[src/rtl/rs_latch_command_driver.sv]
`default_nettype none
// ============================================================================
// Module      : rs_latch_command_driver
// Description : Debounces two push-buttons and drives timed, mutually
//               exclusive active-low notS/notR pulses into an RS latch.
// Revision    : 1.0 - initial release
// ============================================================================

module rs_latch_command_driver_debounce #(
    parameter int DEBOUNCE_CYCLES = 4,
    parameter int CNT_W           = 16
) (
    input  logic clk,
    input  logic rst,
    input  logic btn_i,
    output logic rise_o
);

    localparam logic [CNT_W-1:0] c_db_last = CNT_W'(DEBOUNCE_CYCLES - 1);

    logic             sync1_q;
    logic             sync2_q;
    logic             level_q;
    logic             level_d;
    logic             level_prev_q;
    logic [CNT_W-1:0] cnt_q;
    logic [CNT_W-1:0] cnt_d;

    // The counter only runs while the synchronized input disagrees with the
    // debounced level, so any glitch back to the old level restarts it.
    always_comb begin
        level_d = level_q;
        cnt_d   = '0;
        if (sync2_q != level_q) begin
            if (cnt_q == c_db_last) begin
                level_d = sync2_q;
            end else begin
                cnt_d = cnt_q + CNT_W'(1);
            end
        end
    end

    always_ff @(posedge clk) begin
        if (rst) begin
            sync1_q      <= 1'b0;
            sync2_q      <= 1'b0;
            level_q      <= 1'b0;
            level_prev_q <= 1'b0;
            cnt_q        <= '0;
        end else begin
            sync1_q      <= btn_i;
            sync2_q      <= sync1_q;
            level_q      <= level_d;
            level_prev_q <= level_q;
            cnt_q        <= cnt_d;
        end
    end

    assign rise_o = level_q & ~level_prev_q;

endmodule

module rs_latch_command_driver #(
    parameter int DEBOUNCE_CYCLES = 4,
    parameter int PULSE_CYCLES    = 3,
    parameter int GAP_CYCLES      = 2,
    parameter int INIT_CLEAR      = 1,
    parameter int CNT_W           = 16
) (
    input  logic clk,
    input  logic rst,
    input  logic set_btn,
    input  logic reset_btn,
    output logic notS,
    output logic notR,
    output logic busy,
    output logic state_q,
    output logic shadow_valid
);

    localparam logic [CNT_W-1:0] c_pulse_last = CNT_W'(PULSE_CYCLES - 1);
    localparam logic [CNT_W-1:0] c_gap_last   =
        CNT_W'((GAP_CYCLES == 0) ? 0 : (GAP_CYCLES - 1));

    typedef enum logic [2:0] {
        ST_RESET_HOLD = 3'd0,
        ST_INIT       = 3'd1,
        ST_IDLE       = 3'd2,
        ST_PULSE_S    = 3'd3,
        ST_PULSE_R    = 3'd4,
        ST_GAP        = 3'd5
    } state_e;

    state_e           fsm_q;
    logic [CNT_W-1:0] cnt_q;
    logic             notS_q;
    logic             notR_q;
    logic             busy_q;
    logic             shadow_q;
    logic             valid_q;
    logic             set_pend_q;
    logic             rst_pend_q;
    logic             w_set_rise;
    logic             w_rst_rise;

    rs_latch_command_driver_debounce #(
        .DEBOUNCE_CYCLES (DEBOUNCE_CYCLES),
        .CNT_W           (CNT_W)
    ) u_db_set (
        .clk    (clk),
        .rst    (rst),
        .btn_i  (set_btn),
        .rise_o (w_set_rise)
    );

    rs_latch_command_driver_debounce #(
        .DEBOUNCE_CYCLES (DEBOUNCE_CYCLES),
        .CNT_W           (CNT_W)
    ) u_db_rst (
        .clk    (clk),
        .rst    (rst),
        .btn_i  (reset_btn),
        .rise_o (w_rst_rise)
    );

    always_ff @(posedge clk) begin
        if (rst) begin
            fsm_q      <= ST_RESET_HOLD;
            cnt_q      <= '0;
            notS_q     <= 1'b1;
            notR_q     <= 1'b1;
            busy_q     <= 1'b0;
            shadow_q   <= 1'b0;
            valid_q    <= 1'b0;
            set_pend_q <= 1'b0;
            rst_pend_q <= 1'b0;
        end else begin
            case (fsm_q)
                ST_RESET_HOLD: begin
                    cnt_q <= '0;
                    if (INIT_CLEAR != 0) begin
                        fsm_q  <= ST_INIT;
                        notR_q <= 1'b0;
                        busy_q <= 1'b1;
                    end else begin
                        fsm_q <= ST_IDLE;
                    end
                end
                ST_IDLE: begin
                    cnt_q <= '0;
                    // Reset requests win so the latch is never left set by a tie.
                    if (rst_pend_q) begin
                        fsm_q      <= ST_PULSE_R;
                        notR_q     <= 1'b0;
                        busy_q     <= 1'b1;
                        rst_pend_q <= 1'b0;
                    end else if (set_pend_q) begin
                        fsm_q      <= ST_PULSE_S;
                        notS_q     <= 1'b0;
                        busy_q     <= 1'b1;
                        set_pend_q <= 1'b0;
                    end
                end
                ST_INIT, ST_PULSE_S, ST_PULSE_R: begin
                    if (cnt_q == c_pulse_last) begin
                        cnt_q    <= '0;
                        notS_q   <= 1'b1;
                        notR_q   <= 1'b1;
                        shadow_q <= (fsm_q == ST_PULSE_S);
                        valid_q  <= 1'b1;
                        if (GAP_CYCLES == 0) begin
                            fsm_q  <= ST_IDLE;
                            busy_q <= 1'b0;
                        end else begin
                            fsm_q <= ST_GAP;
                        end
                    end else begin
                        cnt_q <= cnt_q + CNT_W'(1);
                    end
                end
                ST_GAP: begin
                    if (cnt_q == c_gap_last) begin
                        cnt_q  <= '0;
                        fsm_q  <= ST_IDLE;
                        busy_q <= 1'b0;
                    end else begin
                        cnt_q <= cnt_q + CNT_W'(1);
                    end
                end
                default: begin
                    fsm_q  <= ST_IDLE;
                    cnt_q  <= '0;
                    notS_q <= 1'b1;
                    notR_q <= 1'b1;
                    busy_q <= 1'b0;
                end
            endcase

            // A fresh event outranks the clear issued by the FSM in the same cycle.
            if (w_set_rise) begin
                set_pend_q <= 1'b1;
            end
            if (w_rst_rise) begin
                rst_pend_q <= 1'b1;
            end
        end
    end

    assign notS         = notS_q;
    assign notR         = notR_q;
    assign busy         = busy_q;
    assign state_q      = shadow_q;
    assign shadow_valid = valid_q;

endmodule

`default_nettype wire

[config.mk]
export PLATFORM = sky130hd
export DESIGN_NAME = rs_latch_command_driver
export DESIGN_NICKNAME = d
export VERILOG_FILES = /design/src/rtl/rs_latch_command_driver.sv
export SDC_FILE = /design/constraint.sdc
export NUM_CORES = 1
export LEC_CHECK = 0
export BUFFER_PORTS_ARGS = -buffer_cell sky130_fd_sc_hd__buf_4
export CELL_PAD_IN_SITES_DETAIL_PLACEMENT = 1
export CELL_PAD_IN_SITES_GLOBAL_PLACEMENT = 2
export CORE_MARGIN = 3
export CORE_UTILIZATION = 30
export DETAILED_ROUTE_END_ITERATION = 6
export MAX_ROUTING_LAYER = met4
export PLACE_DENSITY = 0.65
export SKIP_CTS_REPAIR_TIMING = 1
export SYNTH_ARGS = -nofsm -noshare
export SYNTH_HDL_FRONTEND = slang
export SYNTH_SLANG_ARGS = --single-unit
[constraint.sdc]
create_clock -name clk -period 1.9 [get_ports clk]
set_input_delay 0.19 -clock clk [delete_from_list [all_inputs] [get_ports clk]]
set_output_delay 0.19 -clock clk [all_outputs]
set_load 0.02 [all_outputs]
==> qor.json <==
{
  "hp-class": {"value": "in -> reg"},
  "outcome": {"value": "completed"},
  "worstSkewPairLatency": {"value": 0.34, "unit": "ns"},
  "netlist.top_cell.by_area": {"value": "dfxtp_1"},
  "finish_stage_setup_viols": {"value": 0},
  "num_antenna_cells": {"value": 0},
  "ir_drop": {"value": 0.324, "unit": "mV"},
  "drive_above_1_share": {"value": 16.5, "unit": "%"},
  "grt_pass1_vias": {"value": 2436},
  "max-slew-margin-rel": {"value": 70.4, "unit": "%"},
  "post_synth_fa_ha_maj_area_fraction": {"value": 2.07, "unit": "%"},
  "flow.area_growth_from_synthesis": {"value": 15.5, "unit": "%"},
  "yosys_warnings": {"value": 0},
  "place.gp.congestion": {"value": 0.728},
  "detail_route.iter0.violations": {"value": 42},
  "yosys.area_share.xor_xnor": {"value": 11.0, "unit": "%"},
  "ctsRootBufferMaster": {"value": "clkbuf_8"},
  "clock_tree.buffer_depth": {"value": 2},
  "floorplan.die_area": {"value": 11300, "unit": "µm²"},
  "die_height": {"value": 106, "unit": "µm"},
  "share_seq_of_total_power": {"value": 51.7, "unit": "%"},
  "num_io_pins": {"value": 9},
  "path_class": {"value": "reg -> reg"},
  "worst-endpoint-arrival": {"value": 2.06, "unit": "ns"},
  "number_of_antenna_violations_at_the_first_check_in_global_routing": {"value": 0},
  "syn_nets": {"value": 343},
  "synth_top_cell_area_share": {"value": 43.7, "unit": "%"},
  "cp.required": {"value": 2.17, "unit": "ns"},
  "cp_slowest_stage_delay": {"value": 0.51, "unit": "ns"},
  "grt_use_total": {"value": 13.5, "unit": "%"},
  "final_hpwl_from_detailed_placement": {"value": 4690, "unit": "µm"},
  "synth.ff_latch_count": {"value": 66},
  "leakagePower": {"value": 1.17, "unit": "nW"},
  "cts-buffers-inserted": {"value": 9},
  "cp_max_fo": {"value": 16},
  "setup_repair_after_global_routing_missed_its_margin": {"value": "false"},
  "post_synth_main_area_contributors": {"value": "dfxtp_1 (44%), xor2_1 (6.1%), xnor2_1 (4.9%), nor2_1 (4.7%), nand4_1 (3.5%)"},
  "critical_path.top_delay_family": {"value": "simple AND/OR/NAND/NOR gates"},
  "grt_max_degree": {"value": 20},
  "chip_width": {"value": 106, "unit": "µm"},
  "muxShareOfSynthArea": {"value": 0.663, "unit": "%"},
  "filler_cell_count": {"value": 1134},
  "whs": {"value": 0.0627, "unit": "ns"},
  "finalMaxSlewViolations": {"value": 0},
  "synth_compound_area_share": {"value": 12.0, "unit": "%"},
  "drt_first_pass_iters": {"value": 4},
  "h-tree-depth": {"value": 3},
  "power.density": {"value": 782, "unit": "nW/µm²"},
  "core-area": {"value": 9500, "unit": "µm²"},
  "final.period_utilization": {"value": 94.0, "unit": "%"},
  "start_util": {"value": 31.8, "unit": "%"},
  "finalHoldViolCount": {"value": 0},
  "clk_transition_reported_paths": {"value": 0.07, "unit": "ns"},
  "routed_wirelength": {"value": 6780, "unit": "µm"},
  "critical_path.startpoint_type": {"value": "flip-flop"},
  "clock-sinks": {"value": 66},
  "routed-via-count": {"value": 2411},
  "synth_sequential_area_ratio": {"value": 43.7, "unit": "%"},
  "synth_enable_flop_cells": {"value": 0},
  "nNetsFinal": {"value": 361},
  "timing.fmax": {"value": 560, "unit": "MHz"},
  "netSwitchingFraction": {"value": 22.3, "unit": "%"},
  "synth_area_per_cell": {"value": 9.04, "unit": "µm²"},
  "grt_pass1_wl": {"value": 11900, "unit": "µm"},
  "worstPathBufferInverterCount": {"value": 1},
  "simple_gate_portion_of_the_synthesized_area": {"value": 26.1, "unit": "%"},
  "maxCapViolations": {"value": 0},
  "drtAntennaViolNets": {"value": 0},
  "main_combinational_cell_family_by_area_after_synthesis": {"value": "simple AND/OR/NAND/NOR gates"},
  "vias_per_cell": {"value": 4.96},
  "critical_path.slowest_cell": {"value": "or3_4"},
  "finalSetupTns": {"value": 0, "unit": "ns"},
  "power.switching": {"value": 608, "unit": "µW"},
  "tightest_slew": {"value": 0.443, "unit": "ns"},
  "synth-main-ff-cell": {"value": "dfxtp_1"},
  "comb_power_share": {"value": 3.9, "unit": "%"},
  "floorplan.rows": {"value": 35},
  "final.setup_skew": {"value": 0.0100, "unit": "ns"},
  "clock_power_share": {"value": 44.4, "unit": "%"},
  "post_synth_instance_area": {"value": 3020, "unit": "µm²"},
  "async_flop_share": {"value": 0, "unit": "%"},
  "number_of_instances_in_the_synthesized_netlist": {"value": 334},
  "ys_types": {"value": 48},
  "critical_path.endpoint_type": {"value": "flip-flop"},
  "final.min_clock_period": {"value": 1.79, "unit": "ns"},
  "grt-ovfl-total": {"value": 0},
  "cts_tree": {"value": "yes"},
  "drc": {"value": 0},
  "crit_chain": {"value": "inv_1 -> ha_1 -> nor3b_2 -> and4_2 -> or3_4 -> a22oi_1"},
  "port_buffers": {"value": 8},
  "p_int": {"value": 2.12, "unit": "mW"},
  "drt-wirelength-per-cell": {"value": 14.0, "unit": "µm"}
}
-- cell usage in the layout, fill, tap and decap left out, types with 3 or more instances in the layout --
cell type / instances
nor2b_1: 10
xor2_1: 21
o31ai_1: 3
clkbuf_1: 3
ha_1: 5
or3_1: 4
a21oi_1: 13
nand2_1: 20
nand4_1: 17
xnor2_1: 17
and4_1: 4
nor3_1: 6
buf_4: 23
nor4_1: 11
o21ai_0: 7
dfxtp_1: 66
a21oi_2: 9
clkbuf_8: 11
nor2_1: 38
nand3_1: 17
a22oi_1: 4
nand2b_1: 3
and3_1: 6
inv_1: 8
-- metal layers --
metal / vias up / part of all wire [%] / GRT usage [%]
li1: 1225 / - / -
met1: 1162 / 51 / 17.1
met2: 16 / 46 / 20.4
met3: 8 / 2.7 / 4.55
met4: 0 / 1.2 / 3.89
met5: - / 0 / -
-- final cells by class --
cell class	count	area, µm²	area share [%]
inverters	8	30.0	0.861
clock buffers	14	163	4.66
well taps	129	161	4.63
repair buffers	24	193	5.52
multi-input cells	243	1590	45.4
flip-flops and latches	66	1320	37.9
clock inverters	2	35.0	1.00
-- metrics by stage --
| stage | util, % | power [mW] | area, µm² | instances | setup slack, ns |
|---|---|---|---|---|---|
| after floorplan | - | 1.52 | 3020 | 334 | 0.0468 |
| after global placement | 34.4 | 1.55 | 3270 | 470 | 0.152 |
| after detailed placement | 34.4 | 1.55 | 3270 | 470 | 0.0675 |
| after CTS | 36.5 | 2.78 | 3470 | 486 | 0.0375 |
| after global routing | 36.7 | 2.85 | 3490 | 486 | 0.00513 |
| final | 36.7 | 2.73 | 3490 | 486 | 0.114 |
-- kinds of logic after synthesis --
group	count (synthesis)
buf+inv	25
compound gates	50
fa+ha+maj	5
flops	66
xor+xnor	38
mux	2
simple gates	148
-- power groups by stage --
stage / logic, mW / clock network [mW] / registers (mW)
2_1_floorplan: 0.0736 / 0 / 1.44
3_3_place_gp: 0.107 / 0 / 1.44
3_5_place_dp: 0.108 / 0 / 1.44
4_1_cts: 0.109 / 1.26 / 1.41
5_1_grt: 0.119 / 1.32 / 1.41
6_report: 0.107 / 1.21 / 1.41
-- cell usage after synthesis, types with 9 or more instances --
master     n
xor2_1    21
nor2b_1   10
nand4_1   17
nor4_1    13
nand3_1   17
a21oi_1   13
clkbuf_1  10
nand2_1   20
dfxtp_1   66
nor2_1    38
xnor2_1   17
a21oi_2    9
-- sequential cells by signal, summed over array words and instances (netlist names), 3 cells and up --
signal,cells
u_db_rst.cnt_q,16
u_db_set.cnt_q,16
fsm_q,3
cnt_q,16
-- worst paths after layout --
check                         from          endpoint  slack, ns  depth (start not counted)
setup / recovery          cnt_q[0]         cnt_q[14]       0.11                          6
hold / removal             set_btn  u_db_set.sync1_q       0.06                          2
setup reg to reg          cnt_q[0]         cnt_q[14]       0.11                          6
hold reg to reg   u_db_set.sync1_q  u_db_set.sync2_q       0.44                          1
-- worst register-to-register path, cell delays in order, from the launching register on --
cell	delay (ns)
dfxtp_1	0.34
inv_1	0.05
ha_1	0.18
nor3b_2	0.16
and4_2	0.28
or3_4	0.51
a22oi_1	0.21
(Power assumes the default switching activity.)
